**config.mk**
```make
export PLATFORM = sky130hd
export DESIGN_NAME = uart_tx_serializer
export DESIGN_NICKNAME = d
export VERILOG_FILES = /design/src/rtl/uart_tx_serializer.sv
export SDC_FILE = /design/constraint.sdc
export NUM_CORES = 1
export LEC_CHECK = 0
export BUFFER_PORTS_ARGS = -buffer_cell sky130_fd_sc_hd__buf_4
export CORE_MARGIN = 2
export CORE_UTILIZATION = 53
export DETAILED_ROUTE_END_ITERATION = 10
export GPL_ROUTABILITY_DRIVEN = 0
export HOLD_SLACK_MARGIN = 0.15
export PLACE_DENSITY = 0.79
export SLEW_MARGIN = 15
export SYNTH_ARGS = -nofsm -noshare
export SYNTH_HDL_FRONTEND = slang
export SYNTH_SLANG_ARGS = --single-unit
```
**constraint.sdc**
```tcl
create_clock -name clk -period 2.2 [get_ports clk]
set_input_delay 0.11 -clock clk [delete_from_list [all_inputs] [get_ports clk]]
set_output_delay 0.11 -clock clk [all_outputs]
set_load 0.02 [all_outputs]
```
**src/rtl/uart_tx_serializer.sv**
```systemverilog
// uart_tx_serializer: UART transmit engine. Takes bytes over a valid/ready
// handshake and shifts them onto an idle-high serial line, LSB first, as
// start + DATA_BITS + STOP_BITS frames.
// Optional build macro: UART_TX_PARITY_EN inserts a parity bit between the
// data and stop bits and adds the PARITY_ODD parameter (0 = even, 1 = odd).
module uart_tx_serializer #(
  parameter int CLKS_PER_BIT = 868,
  parameter int DATA_BITS    = 8,
  parameter int STOP_BITS    = 1
`ifdef UART_TX_PARITY_EN
  ,
  parameter int PARITY_ODD   = 0
`endif
) (
  input  logic                 clk,
  input  logic                 rst_n,
  input  logic                 tx_valid,
  input  logic [DATA_BITS-1:0] tx_data,
  output logic                 tx_ready,
  output logic                 tx_serial_out,
  output logic                 tx_busy,
  output logic                 tx_done
);

  localparam int BAUD_W = (CLKS_PER_BIT > 1) ? $clog2(CLKS_PER_BIT) : 1;
  localparam int IDX_W  = $clog2(DATA_BITS + 1);

  localparam logic [BAUD_W-1:0] BAUD_LAST   = BAUD_W'(CLKS_PER_BIT - 1);
  // tx_done is registered, so it is raised one cycle before the last stop cycle
  localparam logic [BAUD_W-1:0] BAUD_PENULT = BAUD_W'(CLKS_PER_BIT - 2);
  localparam logic [IDX_W-1:0]  DATA_LAST   = IDX_W'(DATA_BITS - 1);
  localparam logic [IDX_W-1:0]  STOP_LAST   = IDX_W'(STOP_BITS - 1);

  typedef enum logic [2:0] {
    S_IDLE,
    S_START,
    S_DATA,
`ifdef UART_TX_PARITY_EN
    S_PARITY,
`endif
    S_STOP
  } state_t;

  state_t                 state_reg;
  logic [BAUD_W-1:0]      baud_reg;
  logic [IDX_W-1:0]       bit_idx_reg;
  logic [DATA_BITS-1:0]   shreg_reg;
  logic                   line_reg;
  logic                   ready_reg;
  logic                   busy_reg;
  logic                   done_reg;
`ifdef UART_TX_PARITY_EN
  logic                   parity_reg;
`endif

  // Frame sequencer: every output is registered so the pad sees a glitch-free line
  always_ff @(posedge clk or negedge rst_n) begin
    if (!rst_n) begin
      state_reg   <= S_IDLE;
      baud_reg    <= '0;
      bit_idx_reg <= '0;
      shreg_reg   <= '0;
      line_reg    <= 1'b1;
      ready_reg   <= 1'b1;
      busy_reg    <= 1'b0;
      done_reg    <= 1'b0;
`ifdef UART_TX_PARITY_EN
      parity_reg  <= 1'b0;
`endif
    end else begin
      done_reg <= 1'b0;
      case (state_reg)
        S_IDLE: begin
          if (tx_valid) begin
            // Start bit goes out on the accepting edge itself
            shreg_reg   <= tx_data;
            state_reg   <= S_START;
            line_reg    <= 1'b0;
            ready_reg   <= 1'b0;
            busy_reg    <= 1'b1;
            baud_reg    <= '0;
            bit_idx_reg <= '0;
`ifdef UART_TX_PARITY_EN
            parity_reg  <= (^tx_data) ^ 1'(PARITY_ODD);
`endif
          end
        end
        S_START: begin
          if (baud_reg == BAUD_LAST) begin
            baud_reg  <= '0;
            state_reg <= S_DATA;
            line_reg  <= shreg_reg[0];
          end else begin
            baud_reg <= baud_reg + 1'b1;
          end
        end
        S_DATA: begin
          if (baud_reg == BAUD_LAST) begin
            baud_reg  <= '0;
            shreg_reg <= shreg_reg >> 1;
            if (bit_idx_reg == DATA_LAST) begin
              bit_idx_reg <= '0;
`ifdef UART_TX_PARITY_EN
              state_reg   <= S_PARITY;
              line_reg    <= parity_reg;
`else
              state_reg   <= S_STOP;
              line_reg    <= 1'b1;
`endif
            end else begin
              bit_idx_reg <= bit_idx_reg + 1'b1;
              line_reg    <= shreg_reg[1];
            end
          end else begin
            baud_reg <= baud_reg + 1'b1;
          end
        end
`ifdef UART_TX_PARITY_EN
        S_PARITY: begin
          if (baud_reg == BAUD_LAST) begin
            baud_reg  <= '0;
            state_reg <= S_STOP;
            line_reg  <= 1'b1;
          end else begin
            baud_reg <= baud_reg + 1'b1;
          end
        end
`endif
        S_STOP: begin
          // bit_idx_reg is reused to count stop bits
          if (baud_reg == BAUD_PENULT && bit_idx_reg == STOP_LAST) begin
            done_reg <= 1'b1;
          end
          if (baud_reg == BAUD_LAST) begin
            baud_reg <= '0;
            if (bit_idx_reg == STOP_LAST) begin
              bit_idx_reg <= '0;
              state_reg   <= S_IDLE;
              line_reg    <= 1'b1;
              ready_reg   <= 1'b1;
              busy_reg    <= 1'b0;
            end else begin
              bit_idx_reg <= bit_idx_reg + 1'b1;
            end
          end else begin
            baud_reg <= baud_reg + 1'b1;
          end
        end
        default: begin
          state_reg <= S_IDLE;
          line_reg  <= 1'b1;
          ready_reg <= 1'b1;
          busy_reg  <= 1'b0;
        end
      endcase
    end
  end

  assign tx_ready      = ready_reg;
  assign tx_serial_out = line_reg;
  assign tx_busy       = busy_reg;
  assign tx_done       = done_reg;

endmodule

```
==> flow_summary.json <==
{
  "irDropWorstVdd_mv": 0.772,
  "synth_area_um2": 1670,
  "grt_pass1_wl_mm": 5.71,
  "grt_max_degree": 29,
  "cts.sinks": 28,
  "cts-resized-gates": 0,
  "finalNetCount": 217,
  "largest_reg_flops": 10,
  "grt_use_total_pct": 20.9,
  "rsz0062_at_grt": "no",
  "drive_gt1_share_pct": 27.2,
  "cts_made_buffers": 3,
  "diodes": 0,
  "yosysWarnings": 0,
  "viasPerCell": 5.67,
  "total_leakage_power_uw": 0.000862,
  "synthTopCellsByArea": "dfrtp_1, mux2_2, ha_1",
  "drtIter0Drc": 60,
  "dr.pass1.iters": 4,
  "slew_violations": 0,
  "design_area_um2": 1990,
  "clk_pin_slew_ps": 150,
  "hold_path_class": "in -> reg",
  "async_reset_ff_share_pct": 100,
  "hold_viol": 0,
  "ant_nets": 0,
  "tns_ps": 0,
  "row_count": 20,
  "cpPeakStageDelay_ps": 460,
  "cts_tree": "yes",
  "port_buffers": 14,
  "crit_slowest_cell": "dfrtp_1",
  "drc": 0,
  "core_area_um2": 3030,
  "crit_type": "reg -> reg",
  "netlist_instances": 166,
  "finalCritPeriodShare_pct": 93.8,
  "die_x_um": 60.2,
  "ys_seq_area_share_pct": 42.0,
  "synth_edf_count": 0,
  "postCtsSetupBuffers": 0,
  "relSlewSlack_pct": 64.8,
  "post-route-min-period_ps": 2060,
  "synth.top_cell.area_share_pct": 38.9,
  "dp_cells": 226,
  "clockBufferDepth": 2,
  "routed_wl_mm": 3.38,
  "maxCapViolCount": 0,
  "dieArea_um2": 3620,
  "syn_nets": 187,
  "ys_seq_elements": 28,
  "chipHeight_um": 60.2,
  "worst_slack_ps": 137,
  "syn_avg_cell_area_um2": 10.1,
  "areaGrowthSynthToFinish_pct": 19.1,
  "initial_core_util_pct": 55.3,
  "gr-total-overflow": 0,
  "insertion_delay_ps": 340,
  "first_global_vias": 1273,
  "p_per_area_nw_per_um2": 1250,
  "synth_largest_area_cell": "dfrtp_1",
  "tightest_slew_ps": 526,
  "synthFlopType": "dfrtp_1",
  "antenna_found_initial": 0,
  "ios": 15,
  "critical_path_required_ps": 2450,
  "post_drt_wl_per_cell_um": 14.1,
  "end_kind": "flop",
  "vias": 1356,
  "start_kind": "flop",
  "arrival_ps": 2310,
  "dpl_cell_area_um2": 1870,
  "hpwl_mm": 2.41,
  "fin_cells": 239,
  "cts.htree.levels": 1,
  "synth_cell_types": 43,
  "crit_chain": "ha_1 -> or3b_2 -> a21oi_1 -> o221ai_1 -> mux2_2",
  "max_freq_mhz": 485,
  "cts_root_buf": "clkbuf_4",
  "status": "completed",
  "dp_slack_ps": 176,
  "setup_violations": 0,
  "finalClockSkew_ps": 3.20,
  "crit_fanout": 5
}
## metal layers
metal	GRT usage, %	vias up	part of all wire, %
met5	0	-	0
met4	7.94	0	1.8
met3	2.16	9	3.9
met2	35.4	37	49
met1	27.3	652	45
li1	-	658	-
## worst paths after layout
path                                                    to  cells past startpoint  slack (ps)                startpoint
max in group asynchronous             tx_ready$_DFFE_PN1P_                      2        1710                     rst_n
worst min-delay path              shreg_reg[7]$_DFFE_PN0P_                      5         150                tx_data[7]
worst max-delay path              state_reg[0]$_DFFE_PN0P_                      5         140  state_reg[1]$_DFFE_PN0P_
worst min register to register        tx_ready$_DFFE_PN1P_                      2         490      tx_ready$_DFFE_PN1P_
min in group asynchronous       bit_idx_reg[1]$_DFFE_PN0P_                      2         190                     rst_n
worst max register to register    state_reg[0]$_DFFE_PN0P_                      5         140  state_reg[1]$_DFFE_PN0P_
## critical path: cells and delay by family, from the launching register on
family,cells,cell delay (ps)
AOI/OAI and AO/OA,2,520
DFF,1,460
and+or+nand+nor,1,440
muxes,1,320
adders and majority gates,1,230
## stage by stage
stage | utilization (%) | power [µW] | hold slack, ps
after floorplan | - | 1850 | -186
after global placement | 61.7 | 2160 | 43.7
after detailed placement | 61.7 | 2220 | 49.5
after CTS | 65.9 | 2480 | 174
after global routing | 65.9 | 2680 | 191
final | 65.9 | 2490 | 154
## Yosys cell counts, types with 2 or more instances
| master | n |
|---|---|
| dfrtp_1 | 26 |
| o22ai_1 | 2 |
| a22o_1 | 2 |
| clkbuf_1 | 2 |
| nand2_1 | 16 |
| nand3_1 | 5 |
| nor4_1 | 2 |
| clkbuf_2 | 2 |
| a21oi_1 | 6 |
| nor2_1 | 8 |
| nand3b_1 | 2 |
| nor3_1 | 3 |
| o21ai_0 | 15 |
| ha_1 | 10 |
| dfstp_2 | 2 |
| nand2b_1 | 2 |
| nor3b_1 | 2 |
| a31oi_1 | 6 |
| xor2_1 | 2 |
| mux2_2 | 19 |
| inv_1 | 10 |
## final cells by class
cell class / count / area [µm²]
inverters: 10 / 37.5
fillers: 235 / 1030
repair buffers: 31 / 255
clock buffers: 4 / 36.3
flip-flops and latches: 28 / 703
well taps: 44 / 55.1
multi-input cells: 122 / 907
## cell usage in the layout (no fill, tap or decap), drive strengths merged, types with 2 or more instances in the layout
cell type,instances
a211oi,2
a21oi,6
a22o,2
a31oi,6
buf,22
clkbuf,4
dfrtp,26
dfstp,2
dlygate4sd3,9
ha,10
inv,10
mux2,19
nand2,16
nand2b,2
nand3,6
nand3b,2
nor2,8
nor3,3
nor3b,2
nor4,2
o21ai,15
o22ai,2
xor2,2
## logic make-up (layout without fill, tap and decap cells)
family,Yosys count,in the layout,share of synthesized area (%)
fa+ha+maj,10,10,7.47
simple gates,49,49,16.2
xor+xnor,3,3,1.57
buf+inv,16,45,3.81
flops,28,28,42.0
compound gates,40,40,15.5
mux,20,20,13.4
## timing repair
item                                    CTS  global route
hold buffers                              9             0
endpoints found under the hold margin    36             0
endpoints found under the setup margin    0             0
## power by group
part	leakage [µW]	total, µW	internal (µW)	switching, µW
Sequential	0.000356	892	719	173
Combinational	0.000486	1340	668	667
Clock	0.0000210	261	102	159
Power figures use the tool's default switching activity.
